## config.mk

```make
export PLATFORM = sky130hd
export DESIGN_NAME = router_synchronizer
export DESIGN_NICKNAME = d
export VERILOG_FILES = /design/src/rtl/router_pkg.sv /design/src/rtl/router_sync_timeout.sv /design/src/rtl/router_synchronizer.sv
export SDC_FILE = /design/constraint.sdc
export NUM_CORES = 1
export LEC_CHECK = 0
export CORE_AREA = 2 2 39 41
export CTS_CLUSTER_DIAMETER = 80
export CTS_CLUSTER_SIZE = 12
export DETAILED_ROUTE_END_ITERATION = 6
export DIE_AREA = 0 0 41 43
export SETUP_SLACK_MARGIN = 0.3
export SLEW_MARGIN = 20
export SYNTH_ARGS = -nofsm -noshare
export SYNTH_HDL_FRONTEND = slang
export SYNTH_SLANG_ARGS = --single-unit
export TNS_END_PERCENT = 10
```

## constraint.sdc

```tcl
create_clock -name clock -period 1.5 [get_ports clock]
set_clock_uncertainty 0.2 [all_clocks]
set_input_delay 0.3 -clock clock [delete_from_list [all_inputs] [get_ports clock]]
set_output_delay 0.3 -clock clock [all_outputs]
set_load 0.005 [all_outputs]
```

## src/rtl/router_pkg.sv

```systemverilog
// Shared definitions for the 1x3 router: destination address codes,
// port count and the default soft-reset timeout.
package router_pkg;

    // Destination address carried in the packet header
    typedef enum logic [1:0] {
        ADDR_P0  = 2'b00,
        ADDR_P1  = 2'b01,
        ADDR_P2  = 2'b10,
        ADDR_INV = 2'b11
    } addr_e;

    localparam int unsigned NUM_PORTS = 3;

    // Consecutive stalled edges before a port's FIFO is soft-reset
    localparam int unsigned SOFT_RESET_TIMEOUT = 30;

endpackage

```

## src/rtl/router_sync_timeout.sv

```systemverilog
// Single-port drain watchdog: counts consecutive edges where the FIFO has
// data but the destination is not reading. When the count reaches TIMEOUT
// it emits a one-cycle soft_reset pulse and starts over.
module router_sync_timeout #(
    parameter int unsigned TIMEOUT = 30
) (
    input  logic clock,
    input  logic resetn,
    input  logic vld,
    input  logic read_en,
    output logic soft_reset
);

    localparam int unsigned CW = $clog2(TIMEOUT);
    localparam logic [CW-1:0] LAST = CW'(TIMEOUT - 1);

    logic [CW-1:0] cnt;

    // Stall counter with registered pulse on the TIMEOUT-th stalled edge
    always_ff @(posedge clock) begin
        if (!resetn) begin
            cnt        <= '0;
            soft_reset <= 1'b0;
        end else if (vld && !read_en) begin
            if (cnt == LAST) begin
                cnt        <= '0;
                soft_reset <= 1'b1;
            end else begin
                cnt        <= cnt + 1'b1;
                soft_reset <= 1'b0;
            end
        end else begin
            cnt        <= '0;
            soft_reset <= 1'b0;
        end
    end

endmodule

```

## src/rtl/router_synchronizer.sv

```systemverilog
// Router control glue: latches the header destination, steers the FIFO
// write enable and full status, and derives per-port valid flags.
// Per-port drain timeouts are built only when ROUTER_SYNC_SOFT_RESET_EN is
// defined; otherwise soft_reset_0/1/2 are tied low.
module router_synchronizer
    import router_pkg::*;
#(
    parameter int unsigned SOFT_RESET_TIMEOUT = router_pkg::SOFT_RESET_TIMEOUT
) (
    input  logic       clock,
    input  logic       resetn,
    input  logic       detect_addr,
    input  logic [1:0] data_in,
    input  logic       write_en_reg,
    input  logic       full_0,
    input  logic       full_1,
    input  logic       full_2,
    input  logic       empty_0,
    input  logic       empty_1,
    input  logic       empty_2,
    input  logic       read_en_0,
    input  logic       read_en_1,
    input  logic       read_en_2,
    output logic [2:0] write_enb,
    output logic       fifo_full,
    output logic       vld_out_0,
    output logic       vld_out_1,
    output logic       vld_out_2,
    output logic       soft_reset_0,
    output logic       soft_reset_1,
    output logic       soft_reset_2
);

    addr_e addr;

    // Capture destination on the header-detect strobe
    always_ff @(posedge clock) begin
        if (!resetn) begin
            addr <= ADDR_P0;
        end else if (detect_addr) begin
            addr <= addr_e'(data_in);
        end
    end

    // One-hot write enable for the latched destination; invalid writes nowhere
    always_comb begin
        write_enb = '0;
        if (write_en_reg) begin
            case (addr)
                ADDR_P0: write_enb = 3'b001;
                ADDR_P1: write_enb = 3'b010;
                ADDR_P2: write_enb = 3'b100;
                default: write_enb = 3'b000;
            endcase
        end
    end

    // Full status of the addressed FIFO; invalid destination never reports full
    always_comb begin
        fifo_full = 1'b0;
        case (addr)
            ADDR_P0: fifo_full = full_0;
            ADDR_P1: fifo_full = full_1;
            ADDR_P2: fifo_full = full_2;
            default: fifo_full = 1'b0;
        endcase
    end

    assign vld_out_0 = ~empty_0;
    assign vld_out_1 = ~empty_1;
    assign vld_out_2 = ~empty_2;

`ifdef ROUTER_SYNC_SOFT_RESET_EN
    router_sync_timeout #(.TIMEOUT(SOFT_RESET_TIMEOUT)) u_timeout_0 (
        .clock      (clock),
        .resetn     (resetn),
        .vld        (vld_out_0),
        .read_en    (read_en_0),
        .soft_reset (soft_reset_0)
    );

    router_sync_timeout #(.TIMEOUT(SOFT_RESET_TIMEOUT)) u_timeout_1 (
        .clock      (clock),
        .resetn     (resetn),
        .vld        (vld_out_1),
        .read_en    (read_en_1),
        .soft_reset (soft_reset_1)
    );

    router_sync_timeout #(.TIMEOUT(SOFT_RESET_TIMEOUT)) u_timeout_2 (
        .clock      (clock),
        .resetn     (resetn),
        .vld        (vld_out_2),
        .read_en    (read_en_2),
        .soft_reset (soft_reset_2)
    );
`else
    // Read strobes only feed the watchdogs, which are not built here
    logic unused_read_en;
    assign unused_read_en = ^{read_en_0, read_en_1, read_en_2};

    assign soft_reset_0 = 1'b0;
    assign soft_reset_1 = 1'b0;
    assign soft_reset_2 = 1'b0;
`endif

endmodule

```

== Word-level counts from Yosys, hierarchy flattened ==
Index checks and enable logic that the tools add are counted.
W data, S select, Z words.

* Register bits after elaboration: 2
* Latch bits: 0
* Memory bits (writable): 0
* Memory bits (read-only): 0
* Input bits: 15
* Output and inout bits: 10
* Logic and storage cells: 10
* Memories kept: 0

* Add/sub/neg operators: 0
* Multiply operators: 0
* Div/mod/pow operators: 0
* $lt $le $gt $ge: 0
* Equal/unequal tests: 2
* Shifts and indexed selects: 0
* Muxes and demuxes: 3
* Bitwise operators: 3
* Reductions and logical operators: 1

{| class="wikitable"
|+ Operators with widths
! kind !! count
|-
| $pmux W3 S3 || 1
|-
| $mux W3 || 1
|-
| $not A1 Y1 || 3
|-
| $pmux W1 S3 || 1
|-
| $eq A2 B1 Y1 const B || 1
|-
| $eq A2 B2 Y1 const B || 1
|-
| $logic_not A2 Y1 || 1
|}

== Depth between registers and ports, before layout ==
* Depth in word-level cells: 3
* Gate-level depth with buffers: 2
* Mapped depth without buffers: 2

== Least setup slack after synthesis ==
No wires, ideal clock.

* Path type: reg2out
* Start: register addr[0]
* End: output fifo_full
* Arrival: 0.630 ns
* Data required time: 1.000 ns
* Path slack: 0.370 ns
* Cell stages (with the launch flop): 3
* Buffers on the path: 0
* Cells stage by stage: dfxtp_1 > mux2i_1 > o21ai_1

* Cells in the longest elaborated chain, start to end: 2
* Elaborated cells on any way between the ends: 4
* Classes of those cells: eq/ne (2); mux (1); reduce/logical (1)

{| class="wikitable"
|+ Ends and longest elaborated chain
! what !! line !! text
|-
| start: declaration || router_synchronizer.sv:34 || <nowiki>addr_e addr;</nowiki>
|-
| start signal: assignment || router_synchronizer.sv:41 || <nowiki>addr <= addr_e'(data_in);</nowiki>
|-
| $eq A2 B2 Y1, or another cell as far along || router_synchronizer.sv:61 || <nowiki>case (addr)</nowiki>
|-
| $pmux W1 S3 * || router_synchronizer.sv:61 ||
|-
| end: declaration || router_synchronizer.sv:25 || <nowiki>output logic fifo_full,</nowiki>
|}

Mark *: on every way between the ends. The rest lies on a longest branch, timed or not.

== Worst setup path in the final report ==
Same ends and word-level chain as after synthesis.

==> impl_metrics.json <==
{
  "status": "complete, no violations",
  "powerDensity_nw_per_um2": 661,
  "synth_cells": 19,
  "vias": 190,
  "drive_gt1_share_pct": 40.0,
  "crit_required_ps": 1000,
  "num-nets-final": 57,
  "first_pass_iters": 4,
  "start_kind": "flip-flop",
  "p_leak_nw": 0.185,
  "track_usage_pct": 6.91,
  "fin_util_pct": 25.9,
  "netlist_area_um2": 160,
  "cts_max_level": 1,
  "yosys.area.top_type": "dfxtp_1",
  "synth-seq-cells": 2,
  "peakVddDrop_uv": 276,
  "critPathTopFamily": "flip-flops",
  "synth-edff-count": 0,
  "largest_reg_flops": 2,
  "crit_slowest_cell": "dfxtp_4",
  "finalPower_mw": 0.237,
  "initial_core_util_pct": 11.6,
  "syn_avg_cell_area_um2": 8.43,
  "cts.clk_slew.worst_paths_ps": 30,
  "cts-root-buf": "clkbuf_4",
  "wire_per_inst_um": 7.64,
  "drt_iter0_markers": 3,
  "hpwlAfterDp_um": 329,
  "fill_cells": 154,
  "grt_overflow": 0,
  "grt_pass1_wl_um": 745,
  "ys.flop_type": "dfxtp_1",
  "gp_congestion": 0.565,
  "wirelength_um": 428,
  "setup.worst_path.class": "flip-flop to primary output",
  "die_x_um": 41,
  "finalHoldViolCount": 0,
  "min_path_type": "flip-flop to flip-flop",
  "dieArea_um2": 1760,
  "grt_max_degree": 7,
  "maxCapViolCount": 0,
  "yosysTopAreaCellShare_pct": 25.0,
  "num_rows": 14,
  "slew_violations": 0,
  "cts_tree": "done",
  "core_area_um2": 1380,
  "cts_sinks": 2,
  "period_needed_ps": 1460,
  "synth.yosys.warnings": 0,
  "max_stage_delay_ps": 360,
  "vias_per_cell": 3.39,
  "crit_arrival_ps": 960,
  "min_period_over_period_pct": 97.4,
  "synthTopCellsByCount": "buf_4 (3), inv_1 (3), mux2i_1 (3)",
  "syn2layout_area_growth_pct": 123,
  "crit_chain": "mux2i_1, o21ai_1, buf_2",
  "fmax_mhz": 685,
  "crit_path_end_kind": "primary output",
  "worst-path-buf-inv": 1,
  "numCtsBuffers": 3,
  "clk-insertion-delay-late_ps": 220,
  "die_h_um": 43,
  "ant_nets": 0,
  "io_buffers": 18,
  "synthDistinctLibCells": 10,
  "diodes": 0,
  "regMostFlops": "addr",
  "setup_viol": 0,
  "synth-async-reset-ratio_pct": 0,
  "yosysSeqAreaShare_pct": 25.0,
  "clk_path_buf_depth": 2,
  "grt_antenna_before_repair": 0,
  "largestRegisters": "addr (2)",
  "drc": 0,
  "pin_count": 25,
  "worstPathMaxFanout": 6,
  "yosys-top-cells-area": "dfxtp_1 (25%), mux2i_1 (19%), buf_4 (14%)",
  "grt_pass1_vias": 187,
  "rsz0062_at_grt": "true"
}
## through the flow
stage          area, um^2  hold slack, ps  std cells  setup TNS (ps)  setup slack, ps
2_1_floorplan         168             228         21               0              370
3_3_place_gp          345             392         52           -2510             -476
3_5_place_dp          345             399         52           -2520             -483
4_1_cts               349             369         56           -1.81            -1.81
5_1_grt               358             410         56           -45.2            -45.2
6_report              358             374         56               0             39.7
## final timing paths
path | startpoint | end | slack [ps] | cells after the start
max | addr[0] | fifo_full | 40 | 3
max reg2reg | addr[1] | addr[1] | 530 | 3
min reg2reg | addr[0] | addr[0] | 370 | 2
min | addr[0] | addr[0] | 370 | 2
## routing by layer
layer	global-route usage (%)	part of all wire, %	routed length (um)
met5	0	0	0
met4	8.00	0	0
met3	4.71	9.6	41
met2	9.69	54	232
met1	5.43	36	154
## power breakdown
part,internal [mW],total [mW],switching (mW)
logic,0.0406,0.0589,0.0183
registers,0.0557,0.0598,0.00410
clock network,0.0882,0.118,0.0299
## placed cells by master (no fill, tap or decap), drive strengths merged
master and n:
dfxtp 2, o21ai 1, and3b 2, nor2b 2, clkdlybuf4s50 4, conb 3
mux2i 3, buf 8, inv 3, clkdlybuf4s15 1, nand3b 1, dlygate4sd2 6
nor3b 1, clkbuf 3
## what timing repair did
| action | 4_1_cts | 5_1_grt |
|---|---|---|
| buffers inserted | 1 | 0 |
| gates resized for setup | 38 | 5 |
| setup endpoints to repair | 7 | 5 |
| hold buffers | 0 | 0 |
| pin swaps | 3 | 1 |
## layout make-up
| class | instances | area, um^2 | share of cell area, % |
|---|---|---|---|
| repair buffers | 19 | 158 | 44.1 |
| multi-input cells | 13 | 98.8 | 27.6 |
| flip-flops and latches | 2 | 47.5 | 13.3 |
| clock buffers | 3 | 22.5 | 6.29 |
| well taps | 16 | 20.0 | 5.59 |
| inverters | 3 | 11.3 | 3.15 |
## logic make-up after synthesis
logic type,share of synthesized area (%)
multiplexers,18.8
other,2.34
AND/OR/NAND/NOR,29.7
flip-flops,25.0
buffers and inverters,21.1
AO/OA/AOI/OAI,3.12
## worst register-to-register path: cells and delay by family (launching register included)
kind / cells / cell delay (ps)
flip-flops: 1 / 340
multiplexers: 1 / 130
AND/OR/NAND/NOR: 1 / 60
buffers and inverters: 1 / 140
Power figures use the tool's default switching activity.
